**src/rtl/leo_sprite_pkg.sv**
```systemverilog
// leo_sprite_pkg
//   Shared defaults and helpers for the Leo sprite fetch stage.
//   - DEF_* : default sprite geometry, animation and transparency settings
//   - addr_w: ROM address width for a given frame count and sprite size
//   - cnt_w : counter width that never collapses to zero bits
//   - anim_frame_t: walk-frame index at the default frame count
package leo_sprite_pkg;

    localparam int         DEF_SPR_W      = 16;
    localparam int         DEF_SPR_H      = 32;
    localparam int         DEF_FRAMES     = 3;
    localparam int         DEF_FRAME_DIV  = 6;
    localparam logic [3:0] DEF_TRANSP_IDX = 4'd0;

    function automatic int addr_w(input int frames, input int w, input int h);
        return $clog2(frames * w * h);
    endfunction

    function automatic int cnt_w(input int n);
        return (n > 1) ? $clog2(n) : 1;
    endfunction

    typedef logic [$clog2(DEF_FRAMES)-1:0] anim_frame_t;

endpackage

```
**src/rtl/leo_anim_ctrl.sv**
```systemverilog
// leo_anim_ctrl
//   Frame-start detection and per-frame sprite state.
//   Ports:
//     Clk, Reset          : pixel clock, synchronous active-high reset
//     vs                  : VGA vsync (active low); its falling edge is frame start
//     sprite_x/y          : live Leo top-left position
//     facing_left,walking : live Leo facing / walk state
//     lat_x/lat_y         : position latched at frame start
//     lat_facing          : facing latched at frame start
//     frame               : current walk animation frame
import leo_sprite_pkg::*;

module leo_anim_ctrl #(
    parameter int FRAMES    = DEF_FRAMES,
    parameter int FRAME_DIV = DEF_FRAME_DIV,
    parameter int FRM_W     = cnt_w(DEF_FRAMES)
) (
    input  logic             Clk,
    input  logic             Reset,
    input  logic             vs,
    input  logic [9:0]       sprite_x,
    input  logic [9:0]       sprite_y,
    input  logic             facing_left,
    input  logic             walking,
    output logic [9:0]       lat_x,
    output logic [9:0]       lat_y,
    output logic             lat_facing,
    output logic [FRM_W-1:0] frame
);

    localparam int DIV_W = cnt_w(FRAME_DIV);

    logic             vs_q;
    logic             fs;
    logic [DIV_W-1:0] div;

    // vs_q resets high so a vs already low out of reset is not a frame start
    assign fs = vs_q & ~vs;

    always_ff @(posedge Clk) begin
        if (Reset) begin
            vs_q       <= 1'b1;
            lat_x      <= '0;
            lat_y      <= '0;
            lat_facing <= 1'b0;
            frame      <= '0;
            div        <= '0;
        end else begin
            vs_q <= vs;
            if (fs) begin
                lat_x      <= sprite_x;
                lat_y      <= sprite_y;
                lat_facing <= facing_left;
                if (!walking) begin
                    // standing pose; restart the cadence for the next walk
                    div   <= '0;
                    frame <= '0;
                end else if (div == DIV_W'(FRAME_DIV - 1)) begin
                    div   <= '0;
                    frame <= (frame == FRM_W'(FRAMES - 1)) ? '0 : frame + FRM_W'(1);
                end else begin
                    div <= div + DIV_W'(1);
                end
            end
        end
    end

endmodule

```
**src/rtl/leo_sprite_fetch.sv**
```systemverilog
// leo_sprite_fetch
//   Per-pixel Leo sprite fetch. Hit-tests the scan position against the
//   frame-latched sprite box, addresses the external synchronous ROM, and
//   returns a palette index with the scan coordinates aligned to it.
//   Fixed latency of 2 cycles, no stalls.
//   Ports:
//     Clk, Reset        : pixel clock, synchronous active-high reset
//     DrawX/DrawY       : scan position, pix_valid marks the visible region
//     vs                : VGA vsync, active low
//     sprite_x/sprite_y : live Leo top-left; facing_left, walking: live state
//     rom_addr / rom_q  : sprite ROM address (registered) / data one cycle later
//     pal_index         : palette index (TRANSP_IDX outside the sprite)
//     pix_opaque        : pixel inside sprite and not transparent
//     DrawX_d/DrawY_d   : scan position aligned with pal_index
import leo_sprite_pkg::*;

module leo_sprite_fetch #(
    parameter int         SPR_W      = DEF_SPR_W,
    parameter int         SPR_H      = DEF_SPR_H,
    parameter int         FRAMES     = DEF_FRAMES,
    parameter int         FRAME_DIV  = DEF_FRAME_DIV,
    parameter logic [3:0] TRANSP_IDX = DEF_TRANSP_IDX,
    parameter int         ADDR_W     = addr_w(FRAMES, SPR_W, SPR_H)
) (
    input  logic              Clk,
    input  logic              Reset,
    input  logic [9:0]        DrawX,
    input  logic [9:0]        DrawY,
    input  logic              pix_valid,
    input  logic              vs,
    input  logic [9:0]        sprite_x,
    input  logic [9:0]        sprite_y,
    input  logic              facing_left,
    input  logic              walking,
    output logic [ADDR_W-1:0] rom_addr,
    input  logic [3:0]        rom_q,
    output logic [3:0]        pal_index,
    output logic              pix_opaque,
    output logic [9:0]        DrawX_d,
    output logic [9:0]        DrawY_d
);

    localparam int FRM_W = cnt_w(FRAMES);

    logic [9:0]        lat_x, lat_y;
    logic              lat_facing;
    logic [FRM_W-1:0]  frame;

    logic [10:0]       dx, dy, col;
    logic              hit;
    logic [ADDR_W-1:0] addr;
    logic [2:1]        vld_pipe;   // hit flag per stage; stage 0 is combinational
    logic [9:0]        x_d1, y_d1;

    leo_anim_ctrl #(
        .FRAMES    (FRAMES),
        .FRAME_DIV (FRAME_DIV),
        .FRM_W     (FRM_W)
    ) u_anim (
        .Clk         (Clk),
        .Reset       (Reset),
        .vs          (vs),
        .sprite_x    (sprite_x),
        .sprite_y    (sprite_y),
        .facing_left (facing_left),
        .walking     (walking),
        .lat_x       (lat_x),
        .lat_y       (lat_y),
        .lat_facing  (lat_facing),
        .frame       (frame)
    );

    // Stage 0: 11-bit differences so a scan position left of / above the
    // sprite shows up as a set sign bit rather than wrapping into range.
    always_comb begin
        dx   = {1'b0, DrawX} - {1'b0, lat_x};
        dy   = {1'b0, DrawY} - {1'b0, lat_y};
        hit  = pix_valid & ~dx[10] & (32'(dx) < SPR_W) & ~dy[10] & (32'(dy) < SPR_H);
        col  = lat_facing ? (11'(SPR_W - 1) - dx) : dx;
        addr = ADDR_W'(frame) * ADDR_W'(SPR_W * SPR_H)
             + ADDR_W'(dy) * ADDR_W'(SPR_W)
             + ADDR_W'(col);
    end

    always_ff @(posedge Clk) begin
        if (Reset) begin
            rom_addr <= '0;
            vld_pipe <= '0;
            x_d1     <= '0;
            y_d1     <= '0;
            DrawX_d  <= '0;
            DrawY_d  <= '0;
        end else begin
            // misses drive address 0 so the ROM port is deterministic
            rom_addr <= hit ? addr : '0;
            vld_pipe <= {vld_pipe[1], hit};
            x_d1     <= DrawX;
            y_d1     <= DrawY;
            DrawX_d  <= x_d1;
            DrawY_d  <= y_d1;
        end
    end

    assign pal_index  = vld_pipe[2] ? rom_q : TRANSP_IDX;
    assign pix_opaque = vld_pipe[2] & (rom_q != TRANSP_IDX);

endmodule

```
**config.mk**
```make
export PLATFORM = sky130hd
export DESIGN_NAME = leo_sprite_fetch
export DESIGN_NICKNAME = d
export VERILOG_FILES = /design/src/rtl/leo_sprite_pkg.sv /design/src/rtl/leo_anim_ctrl.sv /design/src/rtl/leo_sprite_fetch.sv
export SDC_FILE = /design/constraint.sdc
export NUM_CORES = 1
export LEC_CHECK = 0
export BUFFER_PORTS_ARGS = -buffer_cell sky130_fd_sc_hd__buf_4
export CORE_MARGIN = 8
export CORE_UTILIZATION = 50
export DETAILED_ROUTE_END_ITERATION = 8
export PLACE_DENSITY = 0.73
export SYNTH_ARGS = -nofsm -noshare
export SYNTH_HDL_FRONTEND = slang
export SYNTH_HIERARCHICAL = 1
export SYNTH_SLANG_ARGS = --single-unit
```
**constraint.sdc**
```tcl
create_clock -name Clk -period 7.1 [get_ports Clk]
set_input_delay 1.42 -clock Clk [delete_from_list [all_inputs] [get_ports Clk]]
set_output_delay 1.42 -clock Clk [all_outputs]
set_load 0.05 [all_outputs]
```
**Word level (Yosys, flattened, before mapping)**

Index checks and enable logic that the tools add are counted.

- Register bits: 80
- Output and inout bits: 36
- Word-level logic and storage cells: 44

- Add/sub/neg operators: 7
- Magnitude comparators: 2
- Eq/ne operators: 3
- Mux-type cells: 7
- Bitwise operators: 10
- Reduce and logical (&&, ||, !) cells: 3

Operators with widths:

| kind | number |
|---|---|
| $add A11 B11 Y11 | 2 |
| $sub A10 B10 Y11 | 2 |
| $lt A11 B5 Y1 const B | 1 |
| $lt A11 B6 Y1 const B | 1 |
| $mux W11 | 1 |
| $sub A4 B11 Y11 const A | 1 |
| $and A1 B1 Y1 | 6 |
| $mux W2 | 3 |
| $mux W3 | 2 |
| $mux W4 | 1 |
| $not A1 Y1 | 4 |
| $reduce_bool A4 Y1 | 1 |
| $add A3 B1 Y3 const B | 1 |
| $eq A3 B3 Y1 const B | 1 |
| $add A2 B1 Y2 const B | 1 |
| $eq A2 B2 Y1 const B | 1 |
| $ne A2 B1 Y1 const B | 1 |
| $reduce_and A2 Y1 | 1 |
| $reduce_or A2 Y1 | 1 |

**Depth between registers and ports, before layout**

Gate-level depths: netlist of the first run.

- Word-level depth: 8
- Depth in mapped cells: 23
- Mapped depth without buffers: 23

**Cells and area by module**

The synthesis of the first run kept the hierarchy.

By module, submodules not included:

| module | times used | cells an instance | area each (um^2) | sequential area each (um^2) |
|---|---|---|---|---|
| leo_sprite_fetch | 1 | 314 | 2,952.8 | 1,061.0 |
| leo_anim_ctrl | 1 | 124 | 1,001.0 | 540.5 |

**Worst setup path after synthesis of the first run**

Ideal clock, no wire load.

- Kind: input to register
- Start point: in DrawX[0]
- End point: reg rom_addr[10]
- Arrival time: 5,124 ps
- Setup slack: 1,862 ps
- Cell stages on the path: 23
- Path buffers: 0
- Cell sequence: inv_1 -> ha_1 -> fa_1 -> nand2b_1 -> a21oi_1 -> xor2_1 -> inv_1 -> ha_1 -> nand3_1 -> nor2_1 -> a311oi_1 -> o211ai_1 -> a21oi_1 -> xnor2_1 -> ha_1 -> ha_1 -> nand2_1 -> o211ai_1 -> a21oi_1 -> xnor2_1 -> xnor2_1 -> xnor2_1 -> and2_1

- Word-level cells in the longest chain between the ends: 8
- Elaborated cells on any way between the ends: 12

Ends and longest elaborated chain:

| what | RTL line | source |
|---|---|---|
| start: declaration | leo_sprite_fetch.sv:27 | `input logic [9:0] DrawX,` |
| $sub A10 B10 Y11 * | leo_sprite_fetch.sv:76 | `dx = {1'b0, DrawX} - {1'b0, lat_x};` |
| branches (longest 7 deep; another with $sub A4 B11 Y11) | - |  |
| end signal: assignment | leo_sprite_fetch.sv:95 | `rom_addr <= hit ? addr : '0;` |
| end: declaration | leo_sprite_fetch.sv:35 | `output logic [ADDR_W-1:0] rom_addr,` |

Mark *: on every way between the ends.
A chain may end at the register's enable or synchronous reset.

**Worst setup path after layout of the first run**

Ends and elaborated chain as after synthesis.

==> run metrics, run 1 <==
top_reg_cell synth=dfxtp_1; Synth async-reset ratio=0%; final instance area=approximately 4800 µm²; post-DP HPWL=around 7000 µm; clk_skew=about 0.012 ns; Clk pin slew, worst setup/hold paths=about 0.090 ns; Antenna Nets Post-Route=0; most common cell after layout, fill and taps aside=buf_4; Initial Utilization=roughly half; Avg Inst Size Synth=roughly 9.0 µm²; Core Footprint=7690 µm²; Worst setup SP type=input port; area growth from synthesis to layout=22.4%; CTS tree=done; Via density=approximately 5.1; GRT Util Overall=roughly 17%; drt initial violations=between 100 and 150; combinational share of power=a little over a quarter; Post-CTS Setup Bufs=0; Yosys reg bits=80; Worst EP arrival=between 5 and 6 ns; required time of the critical path=~7.4 ns; Buffers on Ports=85; outcome=finished, final reports clean; Max Cap Viol=0; Syn Nets=approximately 520; Fmax=185 MHz; H-tree Lvls=3; Hold Path Depth=1; Final Critical Period=~5.4 ns; WL/cell=about 15 µm; setup_tns=0 ns; Layout Nets=between 600 and 700; unrepaired setup endpoints after global routing=no; Max-slew headroom=44.8%; final-report hold violation count=0; post-cts hold buffer count=0; placed cell area=4640 µm²; Pleak=roughly 0.0021 µW; most frequent cells in the layout=buf_4, dfxtp_1, nand2_1, nor2b_1, a21oi_1; critical path capture point type=register; Num CTS Buffers=9; FF-to-FF path depth=22; Die H=~100 µm; Sequential Power Share=42.1%; Netlist cell types=58; Sinks on Clock Net=80; placement row count=32; EDFF count, synth=0; top cell type by total area after synthesis=dfxtp_1; DRC viols=0; final wirelength=9140 µm; largest net degree at the start of global routing=72; worst-path fanout max=5; first-pass GRT wire length=between 15000 and 20000 µm; register area share after synthesis=40.5%; clk_lat worst skew=0.36 ns; Chip Width=roughly 100 µm; Worst Hold Class=reg -> reg; cells after synthesis=between 400 and 500; via count=between 3k and 4k; initial antenna violation count=0; Synth area leaders=dfxtp_1, ha_1, nor2b_1; layout cells sized above 1=roughly a fifth; final critical-path share of the clock period=76.0%; post-synth top area share=between 40% and 50%; Psw=about 360 µW; GPL Wtd Cong=~0.84; die area=approximately 11000 µm²; final setup vio count=0; internal power=about 770 µW; mapped cell area=a little under 4000 µm²; vias in the first global route=3207; Power Density=about 230 nW/µm²; Switching Share=31.6%; clk buf depth=2; Clock Power Share=between 30% and 40%; cts repair resizes=0; Worst VDD drop=~0.00011 V; number of diodes=0; I/O Pins=between 80 and 90; Root Buffer=clkbuf_8; global route overflow=0; fin. max-slew vios=0; worst slew pin tran=0.828 ns; Yosys warning total=6; type of the worst setup path=in -> reg; DR pass1 iterations=4
kinds of logic (layout without fill, tap and decap cells):
| group | after synthesis | after routing | synth area share (%) |
|---|---|---|---|
| XOR/XNOR | 26 | 26 | 6.14 |
| flip-flops | 80 | 80 | 40.5 |
| multiplexers | 1 | 1 | 0.285 |
| AND/OR/NAND/NOR | 162 | 162 | 21.4 |
| AO/OA/AOI/OAI | 84 | 84 | 14.7 |
| buffers and inverters | 50 | 134 | 5.19 |
| adder cells (fa/ha/maj) | 35 | 35 | 11.8 |
worst max-delay path: stages:
cell	delay (ns)
buf_4	0.07
inv_1	0.04
ha_1	0.23
fa_1	0.42
nand2b_1	0.18
a21oi_1	0.17
xor2_1	0.27
inv_1	0.08
ha_1	0.24
nand3_1	0.12
nor2_1	0.05
a311oi_1	0.29
o211ai_1	0.16
a21oi_1	0.20
xnor2_1	0.15
ha_1	0.25
ha_1	0.34
nand2_1	0.09
o211ai_1	0.17
a21oi_1	0.10
xnor2_1	0.20
xnor2_1	0.16
xnor2_1	0.10
and2_1	0.16
area by class of cell:
type	instances	area (µm²)
clock inverter	7	77.6
sequential	80	1600
timing repair buffer	85	638
inverter	33	124
tap	102	128
fill	680	2850
clock buffer	9	124
multi-input combinational	308	2150
stage by stage:
stage	utilization (%)	power (µW)	cells	hold slack, ns	setup slack (ns)
after floorplan	-	712	438	0.414	1.86
after global placement	60.3	781	608	0.417	1.58
after detailed placement	60.3	791	608	0.420	1.38
after global routing	63.0	1190	624	0.460	1.33
final	63.0	1130	624	0.437	1.71
after CTS	63.0	1130	624	0.442	1.74
sequential cells by signal, summed over array words and instances (netlist names), 2 cells and up:
register	cells
DrawX_d	10
DrawY_d	10
rom_addr	11
u_anim/div	3
u_anim/frame	2
u_anim/lat_x	10
u_anim/lat_y	10
vld_pipe	2
x_d1	10
y_d1	10
cells in the mapped netlist (3+ instances only):
cell type  number
nand3_1         6
a21oi_1        36
o21ai_0         5
xor2_1          8
ha_1           31
o21a_1          7
o211ai_1        4
nand2b_1        4
inv_1          33
xnor2_1        16
fa_1            4
a31oi_1         4
nor2b_1        42
nand2_1        56
a2111o_1        3
buf_1           3
nor2_1         20
a21o_1          4
and2_1         14
dfxtp_1        80
clkbuf_1       10
power by group through the flow:
stage          registers, µW  logic, µW  clock network (µW)
2_1_floorplan            498        215                   0
3_3_place_gp             484        297                   0
3_5_place_dp             484        306                   0
4_1_cts                  474        309                 351
5_1_grt                  476        345                 374
6_report                 474        309                 343
layer usage:
| metal | track usage [%] | vias to the layer above | share of wire [%] |
|---|---|---|---|
| met3 | 5.53 | 14 | 6.2 |
| met2 | 28.2 | 92 | 47 |
| met5 | 0 | - | 0 |
| met1 | 20.0 | 1442 | 45 |
| met4 | 6.01 | 0 | 1.8 |
| li1 | - | 1625 | - |
worst paths after layout:
kind / from / to / slack [ns]
worst max-delay path: DrawX[0] / rom_addr[10] / 1.71
worst min-delay path: x_d1[1] / DrawX_d[1] / 0.44
worst max register to register: u_anim/lat_x[0] / rom_addr[10] / 2.58
worst min register to register: x_d1[1] / DrawX_d[1] / 0.44
Power figures use the tool's default switching activity.
==> run 2: changes to the inputs <==
Settings changed: CORE_UTILIZATION 50 to 49, PLACE_DENSITY 0.73 to 0.75.
Clock period 7.1 ns to 4.65 ns, I/O delays scaled along.
==> run metrics, run 2 (same netlist as run 1, synthesis figures left out) <==
slowest CP cell=fa_2 (was fa_1); Psw=562 µW (was 355 µW); Pleak=0.00216 µW (was 0.00209 µW); Top reg by flops=rom_addr (unchanged); I/O Pins=86 (unchanged); final setup vio count=0 (unchanged); Clk pin slew, worst setup/hold paths=0.09 ns (about the same); Max Cap Viol=0 (unchanged); most used cell, CP=xnor2_1; Worst setup SP type=input port (unchanged); global route overflow=0 (unchanged); critical path capture point type=register (unchanged); H-tree Lvls=3 (unchanged); Worst VDD drop=0.000179 V (was 0.000108 V); final wirelength=9220 µm (was 9140 µm); number of diodes=0 (unchanged); most frequent cells in the layout=buf_4, dfxtp_1, nand2_1, nor2b_1, a21oi_1 (unchanged); pre-CTS setup slack=-0.241 ns (was 1.38 ns); vias in the first global route=3038 (was 3207); clk_lat worst skew=0.34 ns (was 0.36 ns); outcome=finished, final reports clean (unchanged); required time of the critical path=4.88 ns (was 7.36 ns); largest net degree at the start of global routing=72 (unchanged); Root Buffer=clkbuf_8 (unchanged); placement row count=32 (unchanged); fin. max-slew vios=0 (unchanged); critical path's largest stage delay=0.39 ns (was 0.42 ns); fin util=64.8% (was 63.0%); GPL Wtd Cong=0.857 (was 0.837); final critical-path share of the clock period=between 90% and 100%; Power Density=350 nW/µm² (was 233 nW/µm²); final-report hold violation count=0 (unchanged); Worst EP arrival=4.75 ns (was 5.65 ns); Core Footprint=7770 µm² (was 7690 µm²); WL/cell=14.4 µm (was 14.6 µm); combinational share of power=31.8% (was 27.4%); die area=11200 µm² (was 11000 µm²); CTS tree=done (unchanged); Hold Worst Slack=0.432 ns (was 0.437 ns); first-pass GRT wire length=14700 µm (was 15300 µm); Sinks on Clock Net=80 (unchanged); Via density=4.98 (was 5.08); setup_tns=0 ns (unchanged); Layout Nets=617 (was 602); initial antenna violation count=0 (unchanged); layout cells sized above 1=25.7% (was 21.1%); buffers and inverters on the worst path=3 (unchanged); clk buf depth=2 (unchanged); DR pass1 iterations=7 (was 4); final worst slack=0.128 ns (was 1.71 ns); worst slew pin tran=0.715 ns (was 0.828 ns); Clock Power Share=27.0% (was 30.5%); internal power=1200 µW (was 770 µW); type of the worst setup path=in -> reg (unchanged); Max-slew headroom=52.4% (was 44.8%); Antenna Nets Post-Route=0 (unchanged); Initial Utilization=50.9% (was 51.4%); Tot Pwr=1760 µW (was 1130 µW); Die H=106 µm (was 105 µm); worst-path fanout max=4 (was 5); Chip Width=106 µm (was 105 µm); Fmax=roughly 220 MHz; DRC viols=0 (unchanged); most common cell after layout, fill and taps aside=buf_4 (unchanged); Sequential Power Share=41.2% (was 42.1%); max reg flops=11 (unchanged); Buffers on Ports=85 (unchanged); Final Critical Period=about 4.5 ns; area growth from synthesis to layout=27.3% (was 22.4%); Num CTS Buffers=9 (unchanged); via count=3180 (was 3173); drt initial violations=120 (was 133); clk_skew=0.0110 ns (was 0.0125 ns); cell family with most CP delay=adder cells (unchanged); GRT Util Overall=16.0% (was 17.0%); Worst Hold Class=reg -> reg (unchanged); post-DP HPWL=7120 µm (was 6970 µm); Switching Share=32.0% (was 31.6%); critical path, cell by cell=buf_6, inv_4, ha_4, fa_2, nand2b_4, a21oi_2, xor2_1, inv_1, ha_4, nor4b_4, a311oi_2, o211ai_1, a21oi_2, xnor2_1, ha_1, ha_4, nand2_2, o211ai_1, a21oi_1, xnor2_1, xnor2_1, xnor2_1, and2_1 (was buf_4, inv_1, ha_1, fa_1, nand2b_1, a21oi_1, xor2_1, inv_1, ha_1, nand3_1, nor2_1, a311oi_1, o211ai_1, a21oi_1, xnor2_1, ha_1, ha_1, nand2_1, o211ai_1, a21oi_1, xnor2_1, xnor2_1, xnor2_1, and2_1)
[run 2: changes by cell type in the layout (fill, tap and decap cells not counted), sizes merged]
cell | previous run | this run
buf | 85 | 100
clkinv | 3 | 1
clkinvlp | 0 | 2
bufinv | 1 | 0
clkbuf | 9 | 10
[run 2: layout make-up]
type	count	area, µm²
Multi-Input combinational cell	308	2230
Timing Repair Buffer	100	754
Clock buffer	10	138
Tap cell	102	128
Fill cell	682	2740
Inverter	33	126
Clock inverter	6	50.0
Sequential cell	80	1600
[run 2: power by group through the flow]
stage | logic [µW] | registers, µW | clock network (µW)
finish | 560 | 725 | 474
detailed placement | 515 | 741 | 0
CTS | 520 | 725 | 484
floorplan | 338 | 760 | 0
global route | 615 | 728 | 522
global placement | 509 | 740 | 0
[run 2: path summary, 6_finish.rpt]
path                         from            to  slack [ns]  depth (start not counted)
setup / recovery         DrawX[0]  rom_addr[10]        0.13                         23
hold reg to reg           y_d1[9]    DrawY_d[9]        0.43                          1
hold / removal            y_d1[9]    DrawY_d[9]        0.43                          1
setup reg to reg  u_anim/lat_x[1]  rom_addr[10]        0.38                         21
[run 2: metal layers]
layer,wire (µm),GRT usage [%],up-vias
met2,4390,25.7,94
li1,-,-,1648
met4,94,5.13,0
met3,588,5.18,8
met5,0,0,-
met1,4140,19.9,1430
[run 2: through the flow]
step	std cells	area (µm²)
after global routing	639	5030
after floorplan	438	3970
final	639	5030
after detailed placement	620	4740
after CTS	636	4930
after global placement	620	4740
[run 2: repair_timing]
action,CTS,global route
gates resized for setup,0,16
buffers inserted,0,3
endpoints found under the setup margin,0,1
hold buffers,0,0
==> run 3: changes to the inputs <==
Settings changed: CORE_MARGIN 8 to 5, SKIP_LAST_GASP from default to 1.
==> run metrics, run 3 (same netlist as run 1, synthesis figures left out) <==
initial antenna violation count=0 (unchanged); Final Critical Period=4.51 ns (was 4.52 ns); Top reg by flops=rom_addr (unchanged); required time of the critical path=4.90 ns (was 4.88 ns); type of the worst setup path=in -> reg (unchanged); number of diodes=0 (unchanged); critical path, cell by cell=buf_6, inv_4, ha_4, fa_2, nand2b_4, a21oi_2, xor2_1, inv_1, ha_4, nor4b_4, a311oi_2, o211ai_1, a21oi_1, xnor2_1, ha_1, ha_4, nand2_2, o211ai_1, a21oi_2, xnor2_1, xnor2_1, xnor2_1, and2_1 (was buf_6, inv_4, ha_4, fa_2, nand2b_4, a21oi_2, xor2_1, inv_1, ha_4, nor4b_4, a311oi_2, o211ai_1, a21oi_2, xnor2_1, ha_1, ha_4, nand2_2, o211ai_1, a21oi_1, xnor2_1, xnor2_1, xnor2_1, and2_1); final worst slack=0.137 ns (was 0.128 ns); RR Startpoint=u_anim/lat_x[1] (unchanged); area growth from synthesis to layout=27.0% (was 27.3%); die area=9970 µm² (was 11200 µm²); Chip Width=99.8 µm (was 106 µm); routed wl met3=712 µm (was 588 µm); fin. max-slew vios=0 (unchanged); via count=3249 (was 3180); Root Buffer=clkbuf_8 (unchanged); Pleak=0.00215 µW (was 0.00216 µW); most used cell, CP=xnor2_1 (unchanged); Clk pin slew, worst setup/hold paths=0.09 ns (about the same); buffers and inverters on the worst path=3 (unchanged); Power Density=351 nW/µm² (was 350 nW/µm²); Num CTS Buffers=9 (unchanged); post-DP HPWL=7010 µm (was 7120 µm); first-pass GRT wire length=14500 µm (was 14700 µm); DRC viols=0 (unchanged); FF-to-FF path depth=21 (unchanged); Critical Path Stages=23 (unchanged); max reg flops=11 (unchanged); layout cells sized above 1=25.4% (was 25.7%); final-report hold violation count=0 (unchanged); drt initial violations=139 (was 120); WL/cell=14.1 µm (was 14.4 µm); Fmax=222 MHz (was 221 MHz); Antenna Nets Post-Route=0 (unchanged); worst-path fanout max=4 (unchanged); slowest CP cell=fa_2 (unchanged); Initial Utilization=50.6% (was 50.9%); worst setup path start=DrawX[0] (unchanged); Worst VDD drop=0.000181 V (was 0.000179 V); met1 wire length=3870 µm (was 4140 µm); Worst setup SP type=input port (unchanged); outcome=finished, final reports clean (unchanged); GPL Wtd Cong=0.972 (was 0.857); most common cell after layout, fill and taps aside=buf_4 (unchanged); R2R Setup Slk=0.36 ns (was 0.38 ns); Buffers on Ports=85 (unchanged); DR pass1 iterations=4 (was 7); H-tree Lvls=3 (unchanged); Via density=5.10 (was 4.98); Layout Nets=615 (was 617); cell family with most CP delay=adder cells (unchanged); R2R Path End=rom_addr[10] (unchanged); final critical-path share of the clock period=97.0% (was 97.2%); Tot Pwr=1760 µW (about the same); worst slew pin tran=0.698 ns (was 0.715 ns); CP Capture Point=rom_addr[10] (unchanged); final wirelength=8980 µm (was 9220 µm); Max Cap Viol=0 (unchanged); Max-slew headroom=53.4% (was 52.4%); final setup vio count=0 (unchanged); pre-CTS setup slack=-0.301 ns (was -0.241 ns); unrepaired setup endpoints after global routing=yes; Sinks on Clock Net=80 (unchanged); Met2 Wirelength=4190 µm (was 4390 µm); global route overflow=0 (unchanged); clk_skew=0.00902 ns (was 0.0110 ns); most frequent cells in the layout=buf_4, dfxtp_1, nand2_1, nor2b_1, a21oi_1 (unchanged); Worst EP arrival=4.76 ns (was 4.75 ns); vias in the first global route=3169 (was 3038); GRT Util Overall=18.2% (was 16.0%); Die H=99.8 µm (was 106 µm); critical path's largest stage delay=0.38 ns (was 0.39 ns); top sig layer=met4 (unchanged); CTS tree=done (unchanged); Worst Hold Class=reg -> reg (unchanged); critical path capture point type=register (unchanged); Core Footprint=7810 µm² (was 7770 µm²); clk buf depth=2 (unchanged); largest net degree at the start of global routing=72 (unchanged); I/O Pins=86 (unchanged); placement row count=32 (unchanged); clk_lat worst skew=0.35 ns (was 0.34 ns)
-- run 3: worst min path at each step --
stage / start / to / depth (start not counted)
3_3_place_gp: vld_pipe[1] / vld_pipe[2] / 1
5_1_grt: y_d1[0] / DrawY_d[0] / 1
3_5_place_dp: y_d1[0] / DrawY_d[0] / 1
6_report: x_d1[7] / DrawX_d[7] / 1
2_1_floorplan: x_d1[0] / DrawX_d[0] / 1
4_1_cts: y_d1[0] / DrawY_d[0] / 1
-- run 3: routing by layer --
metal,up-vias,global-route usage (%)
met1,1476,23.5
li1,1644,-
met2,108,28.9
met5,-,0
met4,0,7.98
met3,21,4.59
-- run 3: per-stage QoR --
step | util [%] | instance area, µm² | hold WS (ns) | instances | TNS [ns]
3_3_place_gp | 60.7 | 4740 | 0.419 | 619 | -0.165
6_report | 64.3 | 5020 | 0.439 | 637 | 0
2_1_floorplan | - | 3970 | 0.414 | 438 | 0
3_5_place_dp | 60.7 | 4740 | 0.421 | 619 | -0.301
4_1_cts | 63.1 | 4920 | 0.440 | 635 | 0
5_1_grt | 64.3 | 5020 | 0.461 | 637 | -0.0570
-- run 3: final cells by class --
cell class              instances  area [µm²]
clock buffers                   9         124
flip-flops and latches         80        1600
multi-input cells             308        2240
clock inverters                 7        63.8
fillers                       665        2790
inverters                      33         126
well taps                     102         128
repair buffers                 98         739
-- run 3: power breakdown --
group	internal (µW)	switching, µW
sequential	712	12.8
combinational	262	294
clock	205	277
total	1180	584
-- run 3: what timing repair did --
item / 4_1_cts / 5_1_grt
endpoints found under the hold margin: 0 / 0
hold buffers: 0 / 0
endpoints found under the setup margin: 0 / 1
buffers inserted: 0 / 2
gates resized for setup: 0 / 16
